## src/rtl/rv32_ctrl_pkg.sv

```systemverilog
// Shared encodings for the multicycle RV32I controller: FSM state codes,
// base opcodes, immediate formats, ALU operations and datapath select codes.
package rv32_ctrl_pkg;

   // FSM state codes (4-bit, legacy-compatible constants)
   typedef logic [3:0] state_t;
   localparam state_t S_FETCH    = 4'd0;
   localparam state_t S_DECODE   = 4'd1;
   localparam state_t S_MEMADR   = 4'd2;
   localparam state_t S_MEMREAD  = 4'd3;
   localparam state_t S_MEMWB    = 4'd4;
   localparam state_t S_MEMWRITE = 4'd5;
   localparam state_t S_EXECR    = 4'd6;
   localparam state_t S_EXECI    = 4'd7;
   localparam state_t S_ALUWB    = 4'd8;
   localparam state_t S_BRANCH   = 4'd9;
   localparam state_t S_JAL      = 4'd10;
   localparam state_t S_JALR     = 4'd11;
   localparam state_t S_UIMM     = 4'd12;
   localparam state_t S_TRAP     = 4'd13;

   // base opcodes, instr[6:0]
   localparam logic [6:0] OP_LOAD   = 7'b0000011;
   localparam logic [6:0] OP_STORE  = 7'b0100011;
   localparam logic [6:0] OP_R      = 7'b0110011;
   localparam logic [6:0] OP_IMM    = 7'b0010011;
   localparam logic [6:0] OP_BRANCH = 7'b1100011;
   localparam logic [6:0] OP_JAL    = 7'b1101111;
   localparam logic [6:0] OP_JALR   = 7'b1100111;
   localparam logic [6:0] OP_LUI    = 7'b0110111;
   localparam logic [6:0] OP_AUIPC  = 7'b0010111;
   localparam logic [6:0] OP_FENCE  = 7'b0001111;
   localparam logic [6:0] OP_SYSTEM = 7'b1110011;

   // immediate extender formats
   localparam logic [2:0] IMM_I = 3'b000;
   localparam logic [2:0] IMM_S = 3'b001;
   localparam logic [2:0] IMM_B = 3'b010;
   localparam logic [2:0] IMM_U = 3'b011;
   localparam logic [2:0] IMM_J = 3'b100;

   // ALU operations
   localparam logic [3:0] ALU_ADD  = 4'd0;
   localparam logic [3:0] ALU_SUB  = 4'd1;
   localparam logic [3:0] ALU_AND  = 4'd2;
   localparam logic [3:0] ALU_OR   = 4'd3;
   localparam logic [3:0] ALU_XOR  = 4'd4;
   localparam logic [3:0] ALU_SLT  = 4'd5;
   localparam logic [3:0] ALU_SLTU = 4'd6;
   localparam logic [3:0] ALU_SLL  = 4'd7;
   localparam logic [3:0] ALU_SRL  = 4'd8;
   localparam logic [3:0] ALU_SRA  = 4'd9;

   // coarse ALU intent handed from the FSM to the ALU decoder
   localparam logic [1:0] ALUOP_ADD   = 2'b00;
   localparam logic [1:0] ALUOP_SUB   = 2'b01;
   localparam logic [1:0] ALUOP_FUNCT = 2'b10;

   // result mux
   localparam logic [1:0] RES_ALUOUT = 2'b00;
   localparam logic [1:0] RES_RDATA  = 2'b01;
   localparam logic [1:0] RES_ALURES = 2'b10;

   // ALU operand A mux
   localparam logic [1:0] SRCA_PC    = 2'b00;
   localparam logic [1:0] SRCA_OLDPC = 2'b01;
   localparam logic [1:0] SRCA_RS1   = 2'b10;
   localparam logic [1:0] SRCA_ZERO  = 2'b11;

   // ALU operand B mux
   localparam logic [1:0] SRCB_RS2  = 2'b00;
   localparam logic [1:0] SRCB_IMM  = 2'b01;
   localparam logic [1:0] SRCB_FOUR = 2'b10;

   // true for every opcode the controller knows how to sequence
   function automatic logic op_legal(input logic [6:0] op);
      case (op)
         OP_LOAD, OP_STORE, OP_R, OP_IMM, OP_BRANCH, OP_JAL, OP_JALR,
         OP_LUI, OP_AUIPC, OP_FENCE, OP_SYSTEM: return 1'b1;
         default:                               return 1'b0;
      endcase
   endfunction

endpackage

```

## src/rtl/rv32_alu_dec.sv

```systemverilog
// ALU decoder: maps the FSM's coarse ALU intent plus funct fields to a
// concrete ALU operation. Purely combinational.
module rv32_alu_dec
   import rv32_ctrl_pkg::*;
(
   input  logic [1:0] alu_op,
   input  logic [2:0] funct3,
   input  logic       funct7b5,
   input  logic       op5,
   output logic [3:0] alu_control
);

   // funct7b5 means sub only for register-register ops (op5 = 1); for
   // OP-IMM it is an immediate bit, except on shifts where it selects sra.
   always_comb begin
      alu_control = ALU_ADD;
      case (alu_op)
         ALUOP_SUB: alu_control = ALU_SUB;
         ALUOP_FUNCT: begin
            case (funct3)
               3'b000:  alu_control = (op5 && funct7b5) ? ALU_SUB : ALU_ADD;
               3'b001:  alu_control = ALU_SLL;
               3'b010:  alu_control = ALU_SLT;
               3'b011:  alu_control = ALU_SLTU;
               3'b100:  alu_control = ALU_XOR;
               3'b101:  alu_control = funct7b5 ? ALU_SRA : ALU_SRL;
               3'b110:  alu_control = ALU_OR;
               default: alu_control = ALU_AND;
            endcase
         end
         default: alu_control = ALU_ADD;
      endcase
   end

endmodule

```

## src/rtl/rv32_mc_ctrl.sv

```systemverilog
// Multicycle RV32I control unit. One instruction in flight; Moore outputs
// decoded from the state, with mem_ready, op and the ALU flags qualifying
// the few enables that depend on them.
// Optional retired-instruction counter: define RV32_CTRL_INSTRET_EN.
module rv32_mc_ctrl
   import rv32_ctrl_pkg::*;
#(
   parameter logic [3:0] RESET_STATE  = S_FETCH,
   parameter bit         ILLEGAL_HALT = 1'b1
) (
   input  logic        clk,
   input  logic        rst,
   input  logic [6:0]  op,
   input  logic [2:0]  funct3,
   input  logic        funct7b5,
   input  logic        zero,
   input  logic        lt,
   input  logic        ltu,
   input  logic        mem_ready,
   output logic        mem_req,
   output logic        mem_write,
   output logic        adr_src,
   output logic        ir_write,
   output logic        pc_write,
   output logic        reg_write,
   output logic [1:0]  result_src,
   output logic [1:0]  alu_src_a,
   output logic [1:0]  alu_src_b,
   output logic [3:0]  alu_control,
   output logic [2:0]  imm_src,
   output logic        illegal,
   output logic [31:0] instret
);

   state_t     state, state_nxt;
   logic [1:0] alu_op;
   logic       br_take;
   logic       mem_req_d, mem_write_d, ir_write_d, pc_write_d, reg_write_d;

   // state register
   always_ff @(posedge clk or negedge rst) begin
      if (!rst) state <= RESET_STATE;
      else      state <= state_nxt;
   end

   // sticky illegal flag; set whenever an unknown opcode is decoded, so it
   // is also visible when illegal opcodes are being skipped as NOPs
   always_ff @(posedge clk or negedge rst) begin
      if (!rst)                                    illegal <= 1'b0;
      else if (state == S_DECODE && !op_legal(op)) illegal <= 1'b1;
   end

   // branch condition from funct3; 010/011 are not branches and never take
   always_comb begin
      case (funct3)
         3'b000:  br_take = zero;
         3'b001:  br_take = !zero;
         3'b100:  br_take = lt;
         3'b101:  br_take = !lt;
         3'b110:  br_take = ltu;
         3'b111:  br_take = !ltu;
         default: br_take = 1'b0;
      endcase
   end

   // next-state logic
   always_comb begin
      state_nxt = state;
      case (state)
         S_FETCH:    if (mem_ready) state_nxt = S_DECODE;
         S_DECODE: begin
            case (op)
               OP_LOAD, OP_STORE:    state_nxt = S_MEMADR;
               OP_R:                 state_nxt = S_EXECR;
               OP_IMM:               state_nxt = S_EXECI;
               OP_BRANCH:            state_nxt = S_BRANCH;
               OP_JAL:               state_nxt = S_JAL;
               OP_JALR:              state_nxt = S_JALR;
               OP_LUI, OP_AUIPC:     state_nxt = S_UIMM;
               OP_FENCE, OP_SYSTEM:  state_nxt = S_FETCH;
               default:              state_nxt = ILLEGAL_HALT ? S_TRAP : S_FETCH;
            endcase
         end
         S_MEMADR:   state_nxt = (op == OP_STORE) ? S_MEMWRITE : S_MEMREAD;
         S_MEMREAD:  if (mem_ready) state_nxt = S_MEMWB;
         S_MEMWB:    state_nxt = S_FETCH;
         S_MEMWRITE: if (mem_ready) state_nxt = S_FETCH;
         S_EXECR:    state_nxt = S_ALUWB;
         S_EXECI:    state_nxt = S_ALUWB;
         S_ALUWB:    state_nxt = S_FETCH;
         S_BRANCH:   state_nxt = S_FETCH;
         S_JAL:      state_nxt = S_ALUWB;
         S_JALR:     state_nxt = S_JAL;
         S_UIMM:     state_nxt = S_ALUWB;
         S_TRAP:     state_nxt = S_TRAP;
         default:    state_nxt = S_FETCH;  // unused codes recover to fetch
      endcase
   end

   // per-state output decode; everything not listed stays at 0
   always_comb begin
      mem_req_d   = 1'b0;
      mem_write_d = 1'b0;
      ir_write_d  = 1'b0;
      pc_write_d  = 1'b0;
      reg_write_d = 1'b0;
      adr_src     = 1'b0;
      result_src  = RES_ALUOUT;
      alu_src_a   = SRCA_PC;
      alu_src_b   = SRCB_RS2;
      alu_op      = ALUOP_ADD;
      imm_src     = IMM_I;
      case (state)
         S_FETCH: begin
            mem_req_d  = 1'b1;
            alu_src_b  = SRCB_FOUR;
            result_src = RES_ALURES;
            ir_write_d = mem_ready;
            pc_write_d = mem_ready;
         end
         S_DECODE: begin
            // speculatively form the branch/jump target into ALUOut
            alu_src_a = SRCA_OLDPC;
            alu_src_b = SRCB_IMM;
            imm_src   = (op == OP_JAL) ? IMM_J : IMM_B;
         end
         S_MEMADR: begin
            alu_src_a = SRCA_RS1;
            alu_src_b = SRCB_IMM;
            imm_src   = (op == OP_STORE) ? IMM_S : IMM_I;
         end
         S_MEMREAD: begin
            mem_req_d = 1'b1;
            adr_src   = 1'b1;
         end
         S_MEMWB: begin
            result_src  = RES_RDATA;
            reg_write_d = 1'b1;
         end
         S_MEMWRITE: begin
            mem_req_d   = 1'b1;
            mem_write_d = 1'b1;
            adr_src     = 1'b1;
         end
         S_EXECR: begin
            alu_src_a = SRCA_RS1;
            alu_op    = ALUOP_FUNCT;
         end
         S_EXECI: begin
            alu_src_a = SRCA_RS1;
            alu_src_b = SRCB_IMM;
            alu_op    = ALUOP_FUNCT;
         end
         S_ALUWB: begin
            reg_write_d = 1'b1;
         end
         S_BRANCH: begin
            alu_src_a  = SRCA_RS1;
            alu_op     = ALUOP_SUB;
            pc_write_d = br_take;
         end
         S_JAL: begin
            // PC takes the target from ALUOut while the ALU forms the link
            alu_src_a  = SRCA_OLDPC;
            alu_src_b  = SRCB_FOUR;
            pc_write_d = 1'b1;
         end
         S_JALR: begin
            alu_src_a = SRCA_RS1;
            alu_src_b = SRCB_IMM;
         end
         S_UIMM: begin
            alu_src_a = (op == OP_LUI) ? SRCA_ZERO : SRCA_OLDPC;
            alu_src_b = SRCB_IMM;
            imm_src   = IMM_U;
         end
         default: ;  // TRAP and unused codes drive nothing
      endcase
   end

   // enables and memory strobes are forced low for as long as reset is held
   assign mem_req   = mem_req_d   & rst;
   assign mem_write = mem_write_d & rst;
   assign ir_write  = ir_write_d  & rst;
   assign pc_write  = pc_write_d  & rst;
   assign reg_write = reg_write_d & rst;

   rv32_alu_dec u_alu_dec (
      .alu_op      (alu_op),
      .funct3      (funct3),
      .funct7b5    (funct7b5),
      .op5         (op[5]),
      .alu_control (alu_control)
   );

`ifdef RV32_CTRL_INSTRET_EN
   logic [31:0] instret_q;

   // count every return to FETCH; TRAP never returns, so it never counts
   always_ff @(posedge clk or negedge rst) begin
      if (!rst)                                         instret_q <= '0;
      else if (state != S_FETCH && state_nxt == S_FETCH) instret_q <= instret_q + 32'd1;
   end

   assign instret = instret_q;
`else
   assign instret = '0;
`endif

endmodule

```

## config.mk

```make
export PLATFORM = sky130hd
export DESIGN_NAME = rv32_mc_ctrl
export DESIGN_NICKNAME = d
export VERILOG_FILES = /design/src/rtl/rv32_ctrl_pkg.sv /design/src/rtl/rv32_alu_dec.sv /design/src/rtl/rv32_mc_ctrl.sv
export SDC_FILE = /design/constraint.sdc
export NUM_CORES = 1
export LEC_CHECK = 0
export ABC_CLOCK_PERIOD_IN_PS = 1500
export BUFFER_PORTS_ARGS = -buffer_cell sky130_fd_sc_hd__buf_2
export CORE_MARGIN = 4
export CORE_UTILIZATION = 40
export DETAILED_ROUTE_END_ITERATION = 10
export PLACE_DENSITY = 0.75
export SLEW_MARGIN = 20
export SYNTH_ARGS = -nofsm -noshare
export SYNTH_HDL_FRONTEND = slang
export SYNTH_SLANG_ARGS = --single-unit
export TNS_END_PERCENT = 5
```

## constraint.sdc

```tcl
create_clock -name clk -period 1.5 [get_ports clk]
set_input_delay 0.15 -clock clk [delete_from_list [all_inputs] [get_ports clk]]
set_output_delay 0.15 -clock clk [all_outputs]
set_load 0.005 [all_outputs]
```

# [Word level (Yosys, flattened, before mapping)]
# Cells that the tools add are included.
[totals] register_bits=5 in_bits=17 output_inout_bits=52 word_cells=91
[op_classes] n_eq_ne=36 mux=26 bitwise=5 reduce_logical=22
[op_table] op="$pmux W4 S8" count=2
[op_table] op="$eq A7 B7 Y1 const B" count=4
[op_table] op="$pmux W4 S7" count=1
[op_table] op="$eq A4 B4 Y1 const B" count=6
[op_table] op="$eq A7 B6 Y1 const B" count=3
[op_table] op="$eq A4 B3 Y1 const B" count=4
[op_table] op="$reduce_or A2 Y1" count=8
[op_table] op="$eq A7 B5 Y1 const B" count=2
[op_table] op="$eq A3 B3 Y1 const B" count=4
[op_table] op="$mux W4" count=3
[op_table] op="$pmux W2 S2" count=3
[op_table] op="$reduce_or A11 Y1" count=1
[op_table] op="$reduce_or A5 Y1" count=2
[op_table] op="$mux W1" count=9
[op_table] op="$pmux W3 S3" count=1
[op_table] op="$eq A4 B2 Y1 const B" count=2
[op_table] op="$pmux W4 S2" count=1
[op_table] op="$eq A7 B2 Y1 const B" count=1
[op_table] op="$eq A7 B4 Y1 const B" count=1
[op_table] op="$eq A3 B2 Y1 const B" count=2
[op_table] op="$mux W3" count=2
[op_table] op="$ne A2 B2 Y1 const B" count=3
[op_table] op="$pmux W1 S6" count=1
[op_table] op="$pmux W2 S3" count=1
[op_table] op="14 further kinds" count=22

# [Longest topological paths before layout]
[logic_depth] ltp_word=5 mapped_depth=8 depth_no_buf=7

# [Modules after synthesis]
# A second synthesis with hierarchy kept.
[hier_totals] cells_unflattened=167 area_unflattened_um2=1161.1
[modules_own_cells] mod="rv32_mc_ctrl" n_inst=1 cells_per_inst=148 area_per_inst_um2=1039.7 seq_area_each_um2=125.1
[modules_own_cells] mod="rv32_alu_dec" n_inst=1 cells_per_inst=19 area_per_inst_um2=121.4 seq_area_each_um2=0.0

# [Least setup slack after synthesis]
# No wires, ideal clock.
[synth_timing] path_type="flip-flop to output port" start="reg state[3]" end="out alu_control[3]" arrival_time_ns=1.617 required_ns=1.350 slack_ns=-0.267 path_stages_with_launch=9 n_path_buf=2 path_cell_list="dfrtp_1 > buf_2 > buf_1 > nor2_1 > nand2_1 > inv_1 > ha_1 > nand2b_1 > nor3_1"
[synth_between] elab_chain_cells=5 word_cells_on_any_way=8 cone_classes="eq/ne (5); mux (2); reduce/logical (1)"
[synth_lines] element="start, declared" line="rv32_mc_ctrl.sv:35" text="state_t state, state_nxt;"
[synth_lines] element="start signal, assigned" line="rv32_mc_ctrl.sv:43" text="else state <= state_nxt;"
[synth_lines] element="$eq A4 B3 Y1" line="rv32_mc_ctrl.sv:113" text="case (state)"
[synth_lines] element="$reduce_or A2 Y1 (no source line)"
[synth_lines] element="$pmux W2 S2 *" line="rv32_mc_ctrl.sv:113"
[synth_lines] element="$eq A2 B2 Y1 / $eq A2 B1 Y1 (equally long branches)" line="rv32_alu_dec.sv:17" text="case (alu_op)"
[synth_lines] element="$pmux W4 S2 *" line="rv32_alu_dec.sv:17"
[synth_lines] element="end, declared" line="rv32_mc_ctrl.sv:29" text="output logic [3:0] alu_control,"
# Every way passes the cells marked *; elsewhere a longest branch is shown, timed or not.

# [Worst setup path after layout]
[layout_timing] start="reg state[3]" end="out alu_control[0]"
# Same word-level chain as after synthesis.

==> results.sh <==
export IMPL_drt_initial_drc_count=38
export IMPL_final_min_period_over_clock_period_pct=120
export IMPL_synthesis_yosys_warnings=0
export IMPL_worst_r2r_path_depth=5
export IMPL_synth_adder_area_share_pct=2.09
export IMPL_cts_buffers=3
export IMPL_ir_worst_vdd_v=0.000443
export IMPL_post_synth_and_or_nand_nor_area_fraction_pct=32.1
export IMPL_drtAntennaViolNets=0
export IMPL_grt_setup_unrepaired="true"
export IMPL_design_final_nets=255
export IMPL_crit_reg2reg_launch="state[2]$_DFFE_PN0P_"
export IMPL_hold_violations=0
export IMPL_finalInstanceArea_um2=1680
export IMPL_timing_max_cap_violations=0
export IMPL_synthArstFlopShare_pct=100
export IMPL_post_synth_cell_area_avg_um2=6.65
export IMPL_finished_core_util_pct=59.8
export IMPL_num_io_pins=69
export IMPL_nFillCells=258
export IMPL_pre_cts_slack_ns=-0.191
export IMPL_postSynthRegisterBits=5
export IMPL_chipWidth_um=62.7
export IMPL_post_synth_mux_area_share_pct=3.35
export IMPL_synth_seq_area_share_pct=10.5
export IMPL_postSynthCellCount=180
export IMPL_final_period_minus_worst_setup_slack_ns=1.80
export IMPL_cts_reportedPaths_clkPinSlew_ns=0.05
export IMPL_die_area_um2=3930
export IMPL_core_area_um2=2810
export IMPL_whs_path_depth=4
export IMPL_cts_buffer_depth=2
export IMPL_worst_slack_setup_final_ns=-0.299
export IMPL_worst_path_max_fanout=5
export IMPL_dp_final_hpwl_mm=2.58
export IMPL_fraction_of_layout_instances_using_a_drive_strength_above_1_pct=43.0
export IMPL_rows=19
export IMPL_fin_hold_ws_ns=0.335
export IMPL_combinational_family_with_the_most_area_after_synthesis="simple AND/OR/NAND/NOR gates"
export IMPL_clock_sinks=5
export IMPL_hold_path_startpoint="op[0]"
export IMPL_worst_r2r_setup_slack_ns=-0.27
export IMPL_grt_start_max_net_pins=18
export IMPL_critPathLaunchType="register"
export IMPL_finalSetupTns_ns=-3.77
export IMPL_finalSetupViolations=19
export IMPL_clkLatencyLatePin_ns=0.25
export IMPL_area_growth_syn_to_layout_pct=40.3
export IMPL_yosys_top_cells_area="sky130_fd_sc_hd__buf_4 20%, sky130_fd_sc_hd__dfrtp_1 10%, sky130_fd_sc_hd__nor2_1 5.3%, sky130_fd_sc_hd__nand2_1 4.7%, sky130_fd_sc_hd__nor3_1 3.8%"
export IMPL_synth_enable_flop_cells=0
export IMPL_portBuffers=36
export IMPL_placement_cell_area_um2=1460
export IMPL_worst_clock_skew_ns=0.00163
export IMPL_crit_type="reg2out"
export IMPL_final_max_slew_viol_count=0
export IMPL_vias_per_cell=5.20
export IMPL_cts_tree="yes"
export IMPL_clock_tree_root_cell="sky130_fd_sc_hd__clkbuf_4"
export IMPL_routed_wl_mm=3.61
export IMPL_fmaxAchievable_mhz=556
export IMPL_cts_htree_levels=1
export IMPL_grt_antenna_before_repair=0
export IMPL_critical_path_required_ns=1.35
export IMPL_grt_util_all_layers_pct=16.3
export IMPL_post_synth_top_area_fraction_pct=20.1
export IMPL_r2r_end="state[2]$_DFFE_PN0P_"
export IMPL_die_extent_in_y_um=62.7
export IMPL_globalplace_congestion=0.910
export IMPL_drc=0
export IMPL_violations="setup timing"
export IMPL_crit_arrival_ns=1.65
export IMPL_starting_density_of_the_core_pct=42.6
export IMPL_cp_end_kind="output pin"
export IMPL_status="finished with violations"
export IMPL_number_of_different_library_cells_in_the_post_synthesis_netlist=43
export IMPL_timing_hold_worst_endpoint="state[0]$_DFFE_PN0P_"
export IMPL_leakage_nw=0.836
export IMPL_yosys_area_share_xor_xnor_pct=2.93
export IMPL_area_fraction_in_compound_gates_after_synthesis_pct=20.0
export IMPL_power_density_cell_area_nw_per_um2=1230
export IMPL_global_route_wire_length_before_repair_mm=5.32
export IMPL_vias=1382
export IMPL_1st_pass_router_iterations=4
export IMPL_final_antenna_diode_count=0
export IMPL_first_global_vias=1153
export IMPL_min_path_type="in2reg"
export IMPL_post_synth_top_area_cell="sky130_fd_sc_hd__buf_4"
export IMPL_cell_area_synth_um2=1200
export IMPL_globalRouteOverflowTotal=0
export IMPL_wire_per_inst_um=13.6
export IMPL_ys_dominant_reg_cell="sky130_fd_sc_hd__dfrtp_1"
[logic make-up after synthesis]
group / count (synthesis)
buf+inv: 56
fa+ha+maj: 2
compound gates: 35
mux: 4
xor+xnor: 4
other cells: 1
simple gates: 73
flops: 5
[worst max-delay path by stage]
stage / from / to / slack [ns]
floorplan: state[2]$_DFFE_PN0P_ / alu_control[3] / -0.02
global placement: state[2]$_DFFE_PN0P_ / state[2]$_DFFE_PN0P_ / -0.12
detailed placement: state[2]$_DFFE_PN0P_ / state[2]$_DFFE_PN0P_ / -0.19
CTS: state[1]$_DFFE_PN0P_ / alu_control[3] / -0.28
global route: state[3]$_DFFE_PN0P_ / alu_control[3] / -0.41
finish: state[3]$_DFFE_PN0P_ / alu_control[0] / -0.30
[cells in the final DEF (no fill, tap or decap), types with 4 or more instances in the layout]
cell type / instances
sky130_fd_sc_hd__dfrtp_1: 4
sky130_fd_sc_hd__nand3_1: 4
sky130_fd_sc_hd__inv_1: 7
sky130_fd_sc_hd__o211ai_1: 4
sky130_fd_sc_hd__nand2b_4: 4
sky130_fd_sc_hd__buf_2: 36
sky130_fd_sc_hd__buf_6: 4
sky130_fd_sc_hd__a31oi_1: 4
sky130_fd_sc_hd__mux2i_1: 4
sky130_fd_sc_hd__nand2_1: 13
sky130_fd_sc_hd__a21oi_1: 6
sky130_fd_sc_hd__buf_4: 27
sky130_fd_sc_hd__nor3_1: 6
sky130_fd_sc_hd__nor2_1: 12
sky130_fd_sc_hd__nor2b_1: 5
sky130_fd_sc_hd__conb_1: 32
[area by class of cell]
type	instances	area, um^2	share of cell area [%]
Timing Repair Buffer	68	438	26.1
Inverter	8	30.0	1.79
Sequential cell	5	126	7.53
Clock buffer	4	26.3	1.57
Multi-Input combinational cell	150	1020	60.7
Tap cell	31	38.8	2.31
[registers in the layout, summed over array words and instances, names as in the netlist]
signal   flops
illegal      1
state        4
[routing by layer]
metal	wire length (um)	track usage (%)	part of all wire (%)
met3	231	2.70	6.4
met1	1510	20.6	42
met2	1820	27.7	50
met5	0	0	0
met4	42	5.79	1.2
[per-stage QoR]
stage	instances	total power, W
floorplan	211	0.00112
detailed placement	257	0.00159
global placement	257	0.00158
global route	266	0.00223
finish	266	0.00207
CTS	266	0.00193
[Yosys cell counts (3+ instances only)]
master and count:
sky130_fd_sc_hd__buf_4 32, sky130_fd_sc_hd__nor2_1 17, sky130_fd_sc_hd__nand2_1 15, sky130_fd_sc_hd__nor3_1 9, sky130_fd_sc_hd__clkbuf_1 8, sky130_fd_sc_hd__inv_1 8, sky130_fd_sc_hd__a21oi_1 7, sky130_fd_sc_hd__nand2b_1 7
sky130_fd_sc_hd__nor2b_1 6, sky130_fd_sc_hd__a31oi_1 5, sky130_fd_sc_hd__buf_2 5, sky130_fd_sc_hd__dfrtp_1 5, sky130_fd_sc_hd__o21ai_0 5, sky130_fd_sc_hd__mux2i_1 4, sky130_fd_sc_hd__nand3_1 4, sky130_fd_sc_hd__o211ai_1 4
sky130_fd_sc_hd__nor3b_1 3, sky130_fd_sc_hd__xnor2_1 3
[critical path, stage by stage, from the launching register on]
cell                      delay [ns]
sky130_fd_sc_hd__dfrtp_2        0.44
sky130_fd_sc_hd__buf_6          0.14
sky130_fd_sc_hd__nor2_4         0.11
sky130_fd_sc_hd__nand2_2        0.07
sky130_fd_sc_hd__buf_4          0.14
sky130_fd_sc_hd__ha_1           0.17
sky130_fd_sc_hd__a31oi_1        0.13
sky130_fd_sc_hd__nor2_1         0.06
sky130_fd_sc_hd__buf_2          0.12
[power by group]
part	switching, W	internal, W	leakage [nW]
sequential	0.0000649	0.000177	0.0588
clock	0.0000632	0.000101	0.0150
combinational	0.000841	0.000819	0.762
total	0.000970	0.00110	0.836
[timing repair]
item                                    4_1_cts  5_1_grt
pin swaps                                     6        5
endpoints found under the setup margin       19       21
gates resized for setup                      17       17
hold endpoints to repair                      5        0
hold buffers                                  1        0
buffers inserted                              4        0
No activity file was read; power rests on OpenSTA's default activity.
